--- src/rtl/axi_rd_arbiter_pkg.sv ---
// Shared definitions for the AXI read-channel arbiter slice.
//   state_t        : arbiter FSM states (IDLE, ADDR, DATA)
//   ARPROT_DEFAULT : idle value of the AR protection holding register
//   ADDR_W_DEF / DATA_W_DEF : default address / data widths
package axi_pkg;

  typedef enum logic [1:0] {
    IDLE = 2'd0,
    ADDR = 2'd1,
    DATA = 2'd2
  } state_t;

  localparam logic [2:0]  ARPROT_DEFAULT = 3'b111;
  localparam int unsigned ADDR_W_DEF     = 32;
  localparam int unsigned DATA_W_DEF     = 64;

endpackage

--- src/rtl/axi_rd_arbiter_rr_arb2.sv ---
// Two-input request picker for axi_rd_arbiter. Purely combinational.
//   req[1:0]   : request lines from master 0 / master 1
//   last_grant : master that won the previous arbitration
//   prio_mode  : 0 = round-robin, 1 = master 1 always wins a tie
//   winner     : index of the selected master (only meaningful when |req)
module rr_arb2
  import axi_pkg::*;
(
  input  logic [1:0] req,
  input  logic       last_grant,
  input  logic       prio_mode,
  output logic       winner
);

  always_comb begin
    winner = 1'b0;
    if (req == 2'b11) begin
      winner = prio_mode ? 1'b1 : ~last_grant;
    end else begin
      winner = req[1];
    end
  end

endmodule

--- src/rtl/axi_rd_arbiter.sv ---
// Two-master to one-slave arbiter for the AXI-style read channel.
// Master 0 (instruction fetch) and master 1 (load unit) share one slave read
// port. One master is granted per transaction; the grant is held until the
// R beat carrying RLAST completes.
// Ports:
//   ACLK, ARESET           : clock, synchronous active-high reset
//   m0_* / m1_*            : AR request and R response of each master
//   s_*                    : AR request and R response toward the slave
//   busy                   : transaction in flight (state != IDLE)
//   grant_id               : currently or last granted master
//   timeout_err            : sticky watchdog error (DATA phase stalled)
module axi_rd_arbiter
  import axi_pkg::*;
#(
  parameter int unsigned ADDR_W    = ADDR_W_DEF,
  parameter int unsigned DATA_W    = DATA_W_DEF,
  parameter int unsigned PRIO_MODE = 0,
  parameter int unsigned TIMEOUT   = 1023
) (
  input  logic              ACLK,
  input  logic              ARESET,
  input  logic              m0_arvalid,
  input  logic [ADDR_W-1:0] m0_araddr,
  input  logic [2:0]        m0_arprot,
  output logic              m0_arready,
  output logic              m0_rvalid,
  input  logic              m0_rready,
  output logic              m0_rlast,
  output logic [DATA_W-1:0] m0_rdata,
  input  logic              m1_arvalid,
  input  logic [ADDR_W-1:0] m1_araddr,
  input  logic [2:0]        m1_arprot,
  output logic              m1_arready,
  output logic              m1_rvalid,
  input  logic              m1_rready,
  output logic              m1_rlast,
  output logic [DATA_W-1:0] m1_rdata,
  output logic              s_arvalid,
  output logic [ADDR_W-1:0] s_araddr,
  output logic [2:0]        s_arprot,
  input  logic              s_arready,
  input  logic              s_rvalid,
  output logic              s_rready,
  input  logic              s_rlast,
  input  logic [DATA_W-1:0] s_rdata,
  output logic              busy,
  output logic              grant_id,
  output logic              timeout_err
);

  localparam int unsigned     WD_W     = (TIMEOUT > 0) ? $clog2(TIMEOUT + 1) : 1;
  localparam logic [WD_W-1:0] WD_LIMIT = WD_W'(TIMEOUT);

  state_t            state;
  logic              last_grant;
  logic [ADDR_W-1:0] ar_addr_q;
  logic [2:0]        ar_prot_q;
  logic [WD_W-1:0]   wd_cnt;
  logic [WD_W-1:0]   wd_inc;
  logic              winner;
  logic              r_hs;

  rr_arb2 u_rr_arb2 (
    .req        ({m1_arvalid, m0_arvalid}),
    .last_grant (last_grant),
    .prio_mode  (PRIO_MODE != 0),
    .winner     (winner)
  );

  assign r_hs   = (state == DATA) && s_rvalid && s_rready;
  assign wd_inc = wd_cnt + WD_W'(1);

  always_ff @(posedge ACLK) begin
    if (ARESET) begin
      state       <= IDLE;
      grant_id    <= 1'b0;
      last_grant  <= 1'b1;
      ar_addr_q   <= '0;
      ar_prot_q   <= ARPROT_DEFAULT;
      wd_cnt      <= '0;
      timeout_err <= 1'b0;
    end else begin
      case (state)
        IDLE: begin
          if (m0_arvalid || m1_arvalid) begin
            grant_id  <= winner;
            ar_addr_q <= winner ? m1_araddr : m0_araddr;
            ar_prot_q <= winner ? m1_arprot : m0_arprot;
            state     <= ADDR;
          end
        end
        ADDR: begin
          if (s_arready) begin
            state      <= DATA;
            last_grant <= grant_id;
            wd_cnt     <= '0;
          end
        end
        DATA: begin
          // Counter saturates at the limit; the error flag sets on the edge
          // that brings the count up to TIMEOUT and then stays set.
          if (r_hs) begin
            wd_cnt <= '0;
          end else if (wd_cnt != WD_LIMIT) begin
            wd_cnt <= wd_inc;
            if ((TIMEOUT != 0) && (wd_inc == WD_LIMIT)) begin
              timeout_err <= 1'b1;
            end
          end
          if (r_hs && s_rlast) begin
            state <= IDLE;
          end
        end
        default: state <= IDLE;
      endcase
    end
  end

  always_comb begin
    busy       = (state != IDLE);
    s_arvalid  = (state == ADDR);
    s_araddr   = '0;
    s_arprot   = '0;
    s_rready   = 1'b0;
    m0_arready = 1'b0;
    m1_arready = 1'b0;
    m0_rvalid  = 1'b0;
    m0_rlast   = 1'b0;
    m0_rdata   = '0;
    m1_rvalid  = 1'b0;
    m1_rlast   = 1'b0;
    m1_rdata   = '0;
    if (state != IDLE) begin
      s_araddr = ar_addr_q;
      s_arprot = ar_prot_q;
    end
    if (state == ADDR) begin
      m0_arready = !grant_id && s_arready;
      m1_arready =  grant_id && s_arready;
    end
    if (state == DATA) begin
      s_rready = grant_id ? m1_rready : m0_rready;
      if (grant_id) begin
        m1_rvalid = s_rvalid;
        m1_rlast  = s_rlast;
        m1_rdata  = s_rdata;
      end else begin
        m0_rvalid = s_rvalid;
        m0_rlast  = s_rlast;
        m0_rdata  = s_rdata;
      end
    end
  end

endmodule

--- config.mk ---
export PLATFORM = sky130hd
export DESIGN_NAME = axi_rd_arbiter
export DESIGN_NICKNAME = d
export VERILOG_FILES = /design/src/rtl/axi_rd_arbiter_pkg.sv /design/src/rtl/axi_rd_arbiter_rr_arb2.sv /design/src/rtl/axi_rd_arbiter.sv
export SDC_FILE = /design/constraint.sdc
export NUM_CORES = 1
export LEC_CHECK = 0
export BUFFER_PORTS_ARGS = -buffer_cell sky130_fd_sc_hd__buf_2
export CAP_MARGIN = 15
export CELL_PAD_IN_SITES_DETAIL_PLACEMENT = 0
export CELL_PAD_IN_SITES_GLOBAL_PLACEMENT = 2
export CORE_MARGIN = 8
export CORE_UTILIZATION = 17
export DETAILED_ROUTE_END_ITERATION = 7
export PLACE_DENSITY_LB_ADDON = 0.1
export SYNTH_ARGS = -nofsm -noshare
export SYNTH_HDL_FRONTEND = slang
export SYNTH_SLANG_ARGS = --single-unit
--- constraint.sdc ---
create_clock -name ACLK -period 1.8 [get_ports ACLK]
set_clock_uncertainty 0.2 [all_clocks]
set_input_delay 0.09 -clock ACLK [delete_from_list [all_inputs] [get_ports ACLK]]
set_output_delay 0.09 -clock ACLK [all_outputs]
set_load 0.005 [all_outputs]
# Word level (Yosys, flattened, before mapping)
# Index checks and enable logic that the tools add are counted.
[op_classes]
magnitude_cmp = 0
n_bitwise = 2
reduce_logical = 15
muxes = 29
add_sub_neg = 1
div_mod_pow = 0
mul = 0
eq_ne = 9
shifts = 0
[ops]
columns = ["operator", "n"]
rows = [
  ["64-bit two-way mux", 4],
  ["32-bit two-way mux", 2],
  ["10-bit two-way mux", 3],
  ["10-bit case mux with 2 select lines", 1],
  ["1-bit two-way mux", 13],
  ["10-bit by 1-bit adder with 10-bit output, second input constant", 1],
  ["10-bit == test, second input constant", 1],
  ["10-bit inequality test, second input constant", 1],
  ["2-bit two-way mux", 3],
  ["3-bit two-way mux", 2],
  ["2-bit case mux with 3 select lines", 1],
  ["3-bit AND reduction", 2],
  ["1-bit logical AND", 5],
  ["2-bit == test, second input constant", 2],
  ["2-bit by 1-bit inequality test with 1-bit output, second input constant", 2],
  ["2-bit AND reduction", 2],
  ["4-bit AND reduction", 1],
  ["2-bit nonzero test", 2],
  ["3-bit by 2-bit inequality test with 1-bit output, second input constant", 1],
  ["2-bit by 1-bit == test with 1-bit output, second input constant", 1],
  ["2-bit logical NOT", 1],
  ["2-bit inequality test, second input constant", 1],
  ["1-bit inverter", 2],
  ["1-bit logical NOT", 1],
  ["1-bit logical OR", 1],
]
[word_totals]
register_bits = 50
mem_bits_ro = 0
mem_count = 0
latchBits = 0
output_inout_bits = 174
word_cells = 63
mem_bits_rw = 0
input_bits = 143

# Longest topological paths before layout
# Gate-level depths: netlist of the first run.
[depth]
ltp_word = 6
depth_mapped = 8
mapped_depth_nobuf = 7

# Hierarchy
# From an unflattened synthesis of the first run, not the netlist that was laid out.
[hier_totals]
cells_unflattened = 486
area_unflattened_um2 = 3674.8
[modules_own_cells]
columns = ["module", "cells_each", "area_each_um2", "seq_area_each_um2", "instances"]
rows = [
  ["axi_rd_arbiter", 484, 3663.5, 1001.0, 1],
  ["rr_arb2", 2, 11.3, 0.0, 1],
]

# Worst setup path before layout of the first run
# OpenSTA, ideal clock, no wires.
[synth_timing]
path_kind = "register to register"
from = "register wd_cnt[1]"
to = "register timeout_err"
t_arrival_ps = 1572
slack_ps = -33
setup_ps = 61
stages_incl_launch_ff = 8
path_buffers = 1
period_less_slack_ps = 1833
required_time_ps = 1539
path_cell_list = "dfxtp_1 -> ha_1 -> buf_2 -> nand2_1 -> o31ai_1 -> a32oi_1 -> a2111oi_0 -> a32o_1"
[synth_via]
elab_chain_cells = 3
word_cells_on_any_way = 4
classes_between = "add/sub: 1; eq/ne: 2; reduce/logical: 1"
[synth_rtl]
columns = ["item", "line_no", "rtl"]
rows = [
  ["start: declaration", "axi_rd_arbiter.sv:58", "logic [WD_W-1:0] wd_cnt;"],
  ["start signal: assignment", "axi_rd_arbiter.sv:105", "wd_cnt <= wd_inc;"],
  ["10-bit by 1-bit adder with 10-bit output", "axi_rd_arbiter.sv:71", "assign wd_inc = wd_cnt + WD_W'(1);"],
  ["10-bit == test", "axi_rd_arbiter.sv:106", "if ((TIMEOUT != 0) && (wd_inc == WD_LIMIT)) begin"],
  ["4-bit AND reduction (no line) (*)", "--", ""],
  ["end signal: assignment", "axi_rd_arbiter.sv:81", "timeout_err <= 1'b0;"],
  ["end signal: assignment", "axi_rd_arbiter.sv:107", "timeout_err <= 1'b1;"],
  ["end: declaration", "axi_rd_arbiter.sv:48", "output logic timeout_err"],
]
# Mark *: on every way between the ends. The rest lies on a longest branch, timed or not.
# A chain may end at the register's enable or synchronous reset.

# Final worst setup path of the first run
[layout_timing]
from = "register state[0]"
to = "output port m0_rdata[33]"
[layout_via]
elab_chain_cells = 2
[layout_rtl]
columns = ["item", "line_no", "rtl"]
rows = [
  ["start: declaration", "axi_rd_arbiter.sv:54", "state_t state;"],
  ["start signal: assignment", "axi_rd_arbiter.sv:75", "state <= IDLE;"],
  ["start signal: assignment", "axi_rd_arbiter.sv:89", "state <= ADDR;"],
  ["start signal: assignment", "axi_rd_arbiter.sv:94", "state <= DATA;"],
  ["2-bit == test", "axi_rd_arbiter.sv:141", "if (state == DATA) begin"],
  ["64-bit two-way mux", "axi_rd_arbiter.sv:141", ""],
  ["end: declaration", "axi_rd_arbiter.sv:29", "output logic [DATA_W-1:0] m0_rdata,"],
]
# No other way between the ends.

==> flow_summary_export.csv, run 1 <==
group,metric,value,unit
finish,n_fill_cell,2303,
cts,cts_max_level,2,
placement,gp_congestion,0.759,
cts,numClockSinks,50,
cts,path_clk_slew,60,ps
sta,tightest_slew,446,ps
synth,ys_types,51,
setup_path,cp-start-kind,"flip-flop",
setup_path,endpoint_kind,"output pin",
global_route,grt_pass1_wl,28300,um
finish,instances_no_fill,1139,
synth,yosysTopAreaCell,"dfxtp_1",
sta,fmax,545,MHz
cts,cts_tree,"done",
route,drtIter0Drc,167,
run,maxCapViolations,0,
status,failed_checks,"hold timing, setup timing",
setup_path,crit_end,"m0_rdata[33]",
route,wl_per_cell,17.6,um
global_route,grt_start_max_net_pins,55,
pwr,power.density,950,nW/um^2
global_route,antenna_found_initial,4,
synth,ys.flop_type,"dfxtp_1",
synth,synth.cell_area,3760,um^2
die,start_util,17.3,%
synth,synth_fp_nets,625,
sta,hold_violations,2,
sta,fin_crit_sh,102,%
synth,synthArstFlopShare,0,%
setup_path,r2r_start,"state[1]$_SDFFE_PP0P_",
cts,clock_latency,290,ps
synth,syn_inst,477,
setup_path,criticalPathCategory,"reg2out",
synth,netlist_top_cells_area,"dfxtp_1 27%, and3_1 11%, and2_1 11%",
sta,layout_min_cycle_time,1840,ps
route,ant_nets,0,
sta,setup_viol,43,
route,dr.pass1.iters,4,
setup_path,cp_data_arrival_time,1550,ps
setup_path,crit_start,"state[0]$_SDFFE_PP0P_",
sta,finalSetupTns,-668,ps
sta,fin_ws,-35.8,ps
finish,nets,1003,
pwr,power.total,6630,uW
synth,synth-edff-count,0,
min_path,hold_path.class,"in2reg",
status,outcome,"finished with violations",
finish,area_growth,85.4,%
synth,yosys_warnings,0,
synth,avgSynthCellArea,7.89,um^2
setup_path,critPathMaxFanout,8,
cts,cts_root_buf,"clkbuf_16",
cts,cts_inserted_buffers,5,
setup_path,r2r_cells,6,
die,die_h,165,um
synth,synth_top_area_share,26.6,%
synth,synth_most_common_cell,"and3_1",
die,die_area,27200,um^2
setup_path,timing.reg2reg.setup_slack,60,ps
synth,synth-seq-cells,50,
route,drc,0,
placement,dp_hpwl,15300,um
placement,dp_cells,1058,
route,vias,4888,
pwr,power_leakage,0.00373,uW
cts,clockBufferDepth,2,
global_route,first_global_vias,4876,
die,ios,317,
die,rows,54,
setup_path,critPathRequiredTime,1510,ps
sta,max_slew_margin,70.1,%
die,core_region_area,21800,um^2
sta,drv_slew,0,
global_route,overflow,0,
setup_path,reg2reg_to,"wd_cnt[7]$_SDFFE_PP0P_",
synth,ys_seq_area_share,26.6,%
synth,yosys-top-cells-count,"69 x and3_1, 66 x and2_1, 50 x dfxtp_1",
sta,rsz0062_at_grt,"yes",
die,die_w,165,um
placement,place_ws,-106,ps
global_route,grt_util_all_layers,13.3,%
placement,port_buffers,316,
finish,fin_util,32.1,%
route,wl,20100,um
finish,drive_gt1_share,49.1,%
route,post_drt_via_cell_ratio,4.29,
sta,hold_slack,-8.26,ps
pwr,ir_drop,0.000379,V
metal layers:
| layer | wire length [um] | share of wire, % | GRT usage (%) | vias up |
|---|---|---|---|---|
| met3 | 1960 | 9.8 | 3.89 | 20 |
| met1 | 7710 | 38 | 14.5 | 2222 |
| met5 | 13 | 0.065 | 0 | - |
| li1 | - | - | - | 2419 |
| met2 | 9990 | 50 | 24.5 | 225 |
| met4 | 380 | 1.9 | 3.52 | 2 |
worst min-delay path by stage:
stage                             start                    endpoint  slack, ps  cells past startpoint
after floorplan               s_arready                  m0_arready         80                      2
after global placement           ARESET      wd_cnt[0]$_SDFFE_PP0P_        220                      2
after detailed placement         ARESET      wd_cnt[0]$_SDFFE_PP0P_        220                      2
after CTS                 m0_araddr[11]  ar_addr_q[11]$_SDFFE_PP0P_          2                      3
after global routing      m0_araddr[31]  ar_addr_q[31]$_SDFFE_PP0P_         20                      3
final                      m1_araddr[8]   ar_addr_q[8]$_SDFFE_PP0P_         -8                      3
repair_timing:
action | CTS | global route
endpoints found under the hold margin | 35 | 0
gates cloned | 1 | 4
endpoints found under the setup margin | 165 | 168
setup buffers | 3 | 3
hold buffers | 60 | 0
resized for setup | 24 | 47
pin swaps | 11 | 12
registers in the layout, summed over array words and instances, names as in the netlist:
| name | flops |
|---|---|
| grant_id | 1 |
| timeout_err | 1 |
| last_grant | 1 |
| ar_prot_q | 3 |
| state | 2 |
| wd_cnt | 10 |
| ar_addr_q | 32 |
critical path, cell delays in order, from the launching register on:
cell and delay, ps:
dfxtp_2 320, inv_2 70, ha_4 160, inv_4 50
nor2_4 140, buf_12 140, clkbuf_16 150, and2_4 140
buf_6 100
placed cells by master (no fill, tap or decap), types with 3 or more instances in the layout:
| cell | count |
|---|---|
| a211oi_1 | 34 |
| a21oi_1 | 7 |
| and2_1 | 52 |
| o21ai_2 | 3 |
| nor2_1 | 43 |
| diode_2 | 3 |
| buf_4 | 27 |
| dfxtp_1 | 43 |
| dlygate4sd3_1 | 60 |
| o21ai_1 | 6 |
| inv_1 | 5 |
| buf_12 | 8 |
| nand2_1 | 15 |
| dfxtp_2 | 6 |
| mux2i_1 | 39 |
| and3_1 | 68 |
| clkbuf_16 | 9 |
| buf_2 | 301 |
| and2_4 | 15 |
| buf_6 | 18 |
| nor2b_1 | 33 |
| o211ai_1 | 3 |
final cells by class:
class	count	area (um^2)	share of cell area (%)
Timing Repair Buffer	419	2790	40.0
Inverter	8	32.5	0.466
Multi-Input combinational cell	371	2620	37.6
Antenna cell	3	7.51	0.108
Clock inverter	2	37.5	0.538
Clock buffer	6	129	1.85
Tap cell	280	350	5.02
Sequential cell	50	1010	14.5
cell families after synthesis:
logic type	Yosys count	share of synthesized area, %
XOR/XNOR	1	0.233
AO/OA/AOI/OAI	73	13.9
buffers and inverters	56	7.95
flip-flops	50	26.6
AND/OR/NAND/NOR	252	38.9
multiplexers	40	10.7
adder cells (fa/ha/maj)	5	1.66
power breakdown:
group	switching, uW	internal (uW)
Clock	441	658
Sequential	159	1420
Combinational	2020	1930
Total	2620	4010
through the flow:
| stage | area [um^2] | hold slack, ps |
|---|---|---|
| after global routing | 6980 | 15.5 |
| after CTS | 6680 | 1.88 |
| after global placement | 5760 | 215 |
| final | 6980 | -8.26 |
| after floorplan | 3770 | 83.2 |
| after detailed placement | 5760 | 221 |
Note: power is estimated with default switching activity, not from simulation.
==> inputs of run 2 (changes only) <==
--- a/config.mk
+++ b/config.mk
@@ -5,9 +5,9 @@
 export SDC_FILE = /design/constraint.sdc
 export NUM_CORES = 1
 export LEC_CHECK = 0
-export BUFFER_PORTS_ARGS = -buffer_cell sky130_fd_sc_hd__buf_2
+export BUFFER_PORTS_ARGS = -buffer_cell sky130_fd_sc_hd__clkbuf_2
 export CAP_MARGIN = 15
-export CELL_PAD_IN_SITES_DETAIL_PLACEMENT = 0
+export CELL_PAD_IN_SITES_DETAIL_PLACEMENT = 1
 export CELL_PAD_IN_SITES_GLOBAL_PLACEMENT = 2
 export CORE_MARGIN = 8
 export CORE_UTILIZATION = 17
@@ -15,4 +15,5 @@
 export PLACE_DENSITY_LB_ADDON = 0.1
 export SYNTH_ARGS = -nofsm -noshare
 export SYNTH_HDL_FRONTEND = slang
+export SYNTH_HIERARCHICAL = 1
 export SYNTH_SLANG_ARGS = --single-unit
==> run 2 against run 1 <==
Compared with the run above:
- the run still ends with hold timing, setup timing left
- sequential share of layout area down 0.64 points
- total power rose by 9.6%
- area after synthesis down 2.4%
- non-clock buffer count grew 21
- clock power decreased by 10%
- highest routed layer is now met4
- critical path type is now reg2reg
- setup slack got worse by 0.81 ps
- flip-flop and latch count did not move
- via count is 3.0% higher
==> flow_summary_export.csv, run 2 <==
group,metric,value,unit
synth,synth.area.mux_share,10.4,%
finish,largest_register_ffs,32,
finish,n_fill_cell,2575,
global_route,antenna_found_initial,0,
setup_path,endpoint_kind,"flip-flop",
global_route,grt_pass1_wl,31600,um
finish,largest_register,"ar_addr_q",
placement,dp_hpwl,16400,um
cts,path_clk_slew,70,ps
setup_path,critPathMaxFanout,9,
finish,instances_no_fill,1160,
die,start_util,17.4,%
cts,cts_inserted_buffers,5,
synth,synth_top_family_by_area,"simple AND/OR/NAND/NOR gates",
finish,top_regs,"ar_addr_q (32), wd_cnt (10), ar_prot_q (3)",
route,drtIter0Drc,185,
status,failed_checks,"hold timing, setup timing",
pwr,seqPwrFrac,21.6,%
setup_path,criticalPathCategory,"reg2reg",
finish,num_antenna_cells,0,
synth,synth_fp_nets,634,
route,wl_per_cell,19.2,um
synth,syn_inst,486,
die,core_region_area,21200,um^2
pwr,pwr-share-comb,64.9,%
synth,ys_types,40,
global_route,overflow,0,
die,die_w,163,um
finish,nets,1032,
synth,synth-edff-count,0,
setup_path,path_cells,"inv_2 > buf_4 > ha_4 > inv_4 > nor2_4 > buf_4 > clkbuf_16 > nor2_1 > a211oi_1",
synth,synthArstFlopShare,0,%
route,vias,5036,
synth,synthAdderAreaFrac,1.70,%
synth,synthSimpleGateAreaFrac,40.5,%
cts,clock_latency,300,ps
finish,drive_gt1_share,51.1,%
die,rows,53,
synth,yosys_warnings,6,
synth,ys.flop_type,"dfxtp_1",
global_route,grt_util_all_layers,15.0,%
sta,layout_min_cycle_time,1840,ps
sta,rsz0062_at_grt,"yes",
placement,dp_cells,1065,
route,wl,22300,um
sta,fin_ws,-36.6,ps
route,post_drt_via_cell_ratio,4.34,
die,ios,317,
sta,fmax,544,MHz
route,dr.pass1.iters,4,
sta,hold_violations,1,
cts,cts_root_buf,"clkbuf_16",
synth,yosys-top-cells-count,"68 x and3_1, 67 x and2_1, 54 x nor2_1",
placement,gp_congestion,0.787,
synth,ys_seq_area_share,27.2,%
placement,dpl_cell_area,5780,um^2
status,outcome,"finished with violations",
sta,setup_viol,43,
pwr,switching_share,40.7,%
synth,netlist_top_cells_area,"dfxtp_1 27%, and3_1 12%, and2_1 11%",
cts,cts_tree,"done",
setup_path,path_common_cell,"buf_4",
pwr,p_int,4310,uW
finish,final_common_cell,"clkbuf_2",
pwr,p_sw,2960,uW
finish,finish.instance_area,7320,um^2
sta,fin_crit_sh,102,%
global_route,first_global_vias,5340,
finish,seqCellArea,1010,um^2
synth,synth.cell_area,3670,um^2
setup_path,cp-start-kind,"flip-flop",
cts,clockBufferDepth,2,
synth,synthXorXnorAreaFrac,0.477,%
die,die_area,26600,um^2
finish,mostFrequentLayoutCells,"266 x clkbuf_2, 68 x dlygate4sd3_1, 66 x and3_1, 52 x nor2_1, 45 x dfxtp_1",
finish,multi_input_area,2690,um^2
sta,hold_slack,-7.13,ps
finish,area_growth,99.1,%
pwr,power_leakage,0.00383,uW
route,drc,0,
synth,synth_most_common_cell,"and3_1",
pwr,clkPwrFrac,13.6,%
cts,numClockSinks,50,
setup_path,cp_data_arrival_time,1850,ps
synth,yosysTopAreaCell,"dfxtp_1",
setup_path,slowest_delay,320,ps
pwr,ir_drop,0.000456,V
synth,avgSynthCellArea,7.56,um^2
run,maxCapViolations,0,
setup_path,critPathRequiredTime,1820,ps
min_path,hold_path.class,"in2reg",
pwr,power.density,993,nW/um^2
synth,synth_compound_area_share,13.4,%
global_route,grt_start_max_net_pins,44,
placement,port_buffers,316,
route,ant_nets,0,
synth,synth_top_area_share,27.2,%
cts,cts_max_level,2,
die,die_h,163,um
sta,drv_slew,0,
setup_path,crit_path_top_delay_cell,"dfxtp_2",
synth,synth-seq-cells,50,
setup_path,cp_num_buf_inv,5,
setup_path,path_delay_family,"buffers and inverters",
==> run 2: worst paths after layout <==
check	cells past startpoint	endpoint	slack [ps]	from
setup / recovery	9	ar_addr_q[9]$_SDFFE_PP0P_	-40	state[0]$_SDFFE_PP0P_
hold / removal	3	ar_addr_q[2]$_SDFFE_PP0P_	-7	m0_araddr[2]
setup reg to reg	9	ar_addr_q[9]$_SDFFE_PP0P_	-40	state[0]$_SDFFE_PP0P_
hold reg to reg	1	ar_prot_q[2]$_SDFFE_PP1P_	270	ar_prot_q[2]$_SDFFE_PP1P_
==> run 2: cell type report <==
type	instances	share of cell area (%)
clock inverter	3	0.257
clock buffer	5	1.71
tap	275	4.70
timing repair buffer	440	42.3
multi-input combinational	380	36.8
sequential	50	13.9
inverter	7	0.428
==> run 2: tightest hold or removal path, stage by stage <==
cell and delay [ps]:
clkbuf_2 80, mux2i_1 180, a211oi_1 100
==> run 2: cell families (layout without fill, tap and decap cells) <==
kind of cell / count (synthesis) / after routing
AOI/OAI and AO/OA: 70 / 70
xor gates and xnor gates: 2 / 2
adders and majority gates: 5 / 5
DFF: 50 / 50
muxes: 38 / 38
and+or+nand+nor: 264 / 264
buffers and inverters: 56 / 455
other: 1 / 1
==> run 2: timing repair <==
action / CTS / global route
hold buffers: 68 / 0
gates cloned: 2 / 8
pin swaps: 3 / 42
setup endpoints to repair: 172 / 172
setup buffers: 5 / 6
hold endpoints to repair: 39 / 0
gates resized for setup: 27 / 134
==> run 2: layer usage <==
layer  wire length [um]  global-route usage, %  up-vias
li1                   -                      -     2473
met1               8730                   16.6     2350
met2              11500                   27.3      191
met3               1690                   5.16       22
met4                370                   3.29        0
met5                  0                      0        -
==> run 2: power by group through the flow <==
stage | clock [uW] | combinational [uW] | sequential, uW
after global placement | 0 | 3370 | 1570
after CTS | 1040 | 3850 | 1570
after floorplan | 0 | 1790 | 1540
after global routing | 1080 | 5160 | 1610
final | 985 | 4710 | 1570
after detailed placement | 0 | 3420 | 1580
==> run 2: through the flow <==
stage | util, % | total power [uW] | setup TNS [ps] | setup slack [ps] | hold WS, ps
after floorplan | - | 3340 | -20.5 | -20.5 | 71.8
after global placement | 27.3 | 4940 | 0 | 21.1 | 227
after detailed placement | 27.3 | 5000 | -30.8 | -24.1 | 232
after CTS | 32.1 | 6450 | -3060 | -70.2 | 3.25
after global routing | 34.6 | 7860 | -12430 | -133 | 11.6
final | 34.6 | 7270 | -680 | -36.6 | -7.13
==> inputs of run 3 (changes only) <==
--- a/config.mk
+++ b/config.mk
@@ -13,6 +13,7 @@
 export CORE_UTILIZATION = 17
 export DETAILED_ROUTE_END_ITERATION = 7
 export PLACE_DENSITY_LB_ADDON = 0.1
+export SKIP_LAST_GASP = 1
 export SYNTH_ARGS = -nofsm -noshare
 export SYNTH_HDL_FRONTEND = slang
 export SYNTH_HIERARCHICAL = 1
==> run 3 against run 2 <==
Compared with the run above:
- the run ends with setup timing left
- routed wire length is 0.92% higher
- first-iteration DRC count grew 8.6%
- clock power hardly changed
- maximum frequency hardly changed
==> flow_summary_export.csv, run 3 (same netlist as run 2, synthesis figures left out) <==
group,metric,value,unit
status,outcome,"finished with violations",
status,failed_checks,"setup timing",
setup_path,r2r_cells,9,
sta,layout_min_cycle_time,1840,ps
placement,gp_congestion,0.787,
setup_path,r2r_start,"state[0]$_SDFFE_PP0P_",
global_route,grt_pass1_wl,31600,um
route,drtIter0Drc,201,
placement,dp_hpwl,16400,um
cts,numClockSinks,50,
route,wl,22500,um
sta,fin_ws,-36.2,ps
sta,hold_violations,0,
route,wl_per_cell,19.3,um
placement,port_buffers,316,
cts,clock_latency,300,ps
finish,largest_register_ffs,32,
cts,cts_inserted_buffers,5,
setup_path,criticalPathCategory,"reg2out",
global_route,grt_start_max_net_pins,44,
sta,drv_slew,0,
route,dr.pass1.iters,4,
setup_path,cp_data_arrival_time,1550,ps
placement,dpl_cell_area,5780,um^2
sta,hold_slack,5.57,ps
finish,finish.instance_area,7340,um^2
global_route,antenna_found_initial,0,
pwr,power.density,1010,nW/um^2
route,post_drt_via_cell_ratio,4.32,
die,ios,317,
finish,fin_util,34.7,%
cts,cts_tree,"done",
finish,drive_gt1_share,50.7,%
global_route,grt_util_all_layers,15.0,%
setup_path,timing.reg2reg.setup_slack,-10,ps
cts,path_clk_slew,70,ps
die,die_h,163,um
setup_path,crit_end,"m0_rdata[24]",
global_route,first_global_vias,5341,
setup_path,critPathMaxFanout,6,
run,maxCapViolations,0,
finish,num_antenna_cells,0,
finish,top_regs,"ar_addr_q (32), wd_cnt (10), ar_prot_q (3)",
die,start_util,17.4,%
setup_path,cp-start-kind,"flip-flop",
sta,fmax,545,MHz
sta,fin_crit_sh,102,%
min_path,hold_path.class,"in2reg",
sta,setup_viol,38,
cts,cts_root_buf,"clkbuf_16",
finish,mostFrequentLayoutCells,"281 x clkbuf_2, 68 x dlygate4sd3_1, 67 x and3_1, 52 x nor2_1, 45 x dfxtp_1",
finish,largest_register,"ar_addr_q",
route,ant_nets,0,
die,die_area,26600,um^2
die,rows,53,
setup_path,critPathRequiredTime,1510,ps
route,drc,0,
finish,instances_no_fill,1164,
setup_path,crit_start,"state[0]$_SDFFE_PP0P_",
die,core_region_area,21200,um^2
route,vias,5030,
finish,final_common_cell,"clkbuf_2",
finish,nets,1036,
pwr,ir_drop,0.000422,V
finish,multi_input_area,2670,um^2
setup_path,reg2reg_to,"ar_addr_q[4]$_SDFFE_PP0P_",
finish,area_growth,99.7,%
cts,clockBufferDepth,2,
cts,cts_max_level,2,
placement,dp_cells,1065,
finish,n_fill_cell,2575,
setup_path,endpoint_kind,"output pin",
sta,rsz0062_at_grt,"yes",
die,die_w,163,um
global_route,overflow,0,
pwr,power_leakage,0.00384,uW
finish,seqCellArea,1010,um^2
-- run 3: cell count changes in the layout (fill, tap and decap cells not counted), sizes merged --
cell / before / now
buf: 99 / 88
clkbuf: 278 / 293
-- run 3: worst min-delay path by stage --
stage                  startpoint                    endpoint  slack [ps]  cells after the start
global placement    m0_araddr[23]  ar_addr_q[23]$_SDFFE_PP0P_         230                      3
finish              m1_araddr[15]  ar_addr_q[15]$_SDFFE_PP0P_           6                      3
CTS                  m0_araddr[2]   ar_addr_q[2]$_SDFFE_PP0P_           3                      3
floorplan                s_rvalid                   m0_rvalid          70                      2
detailed placement  m0_araddr[21]  ar_addr_q[21]$_SDFFE_PP0P_         230                      3
global route         m0_araddr[2]   ar_addr_q[2]$_SDFFE_PP0P_          20                      3
-- run 3: metrics by stage --
step	total power, uW	worst slack, ps	TNS (ps)
2_1_floorplan	3340	-20.5	-20.5
3_3_place_gp	4940	21.1	0
3_5_place_dp	5000	-24.1	-30.8
4_1_cts	6420	-70.2	-3180
5_1_grt	8000	-128	-12580
6_report	7390	-36.2	-506
-- run 3: what timing repair did --
item,4_1_cts,5_1_grt
pin swaps,2,38
endpoints found under the setup margin,172,208
hold buffers,68,0
gates cloned,2,11
resized for setup,25,117
buffers inserted,5,7
hold endpoints to repair,39,0
-- run 3: power by group --
group,leakage (uW),switching [uW],internal (uW)
Sequential,0.000416,150,1420
Clock,0.0000740,467,517
Combinational,0.00335,2380,2470
Total,0.00384,2990,4400
-- run 3: final cells by class --
| class | count | share of cell area [%] |
|---|---|---|
| clock buffers | 5 | 1.70 |
| clock inverters | 3 | 0.256 |
| inverters | 7 | 0.426 |
| multi-input cells | 380 | 36.3 |
| flip-flops and latches | 50 | 13.8 |
| well taps | 275 | 4.69 |
| repair buffers | 444 | 42.8 |
-- run 3: critical path, stage by stage (launching register included) --
cell	delay [ps]
dfxtp_2	320
inv_2	70
ha_4	150
inv_4	40
nor2_4	120
buf_8	160
clkbuf_16	150
and2_4	130
buf_6	90
-- run 3: metal layers --
metal  up-vias  routed length, um  global-route usage [%]
li1       2480                  -                       -
met4         0                374                    3.29
met1      2341               8790                    16.6
met2       189              11600                    27.3
met3        20               1700                    5.16
met5         -                  0                       0
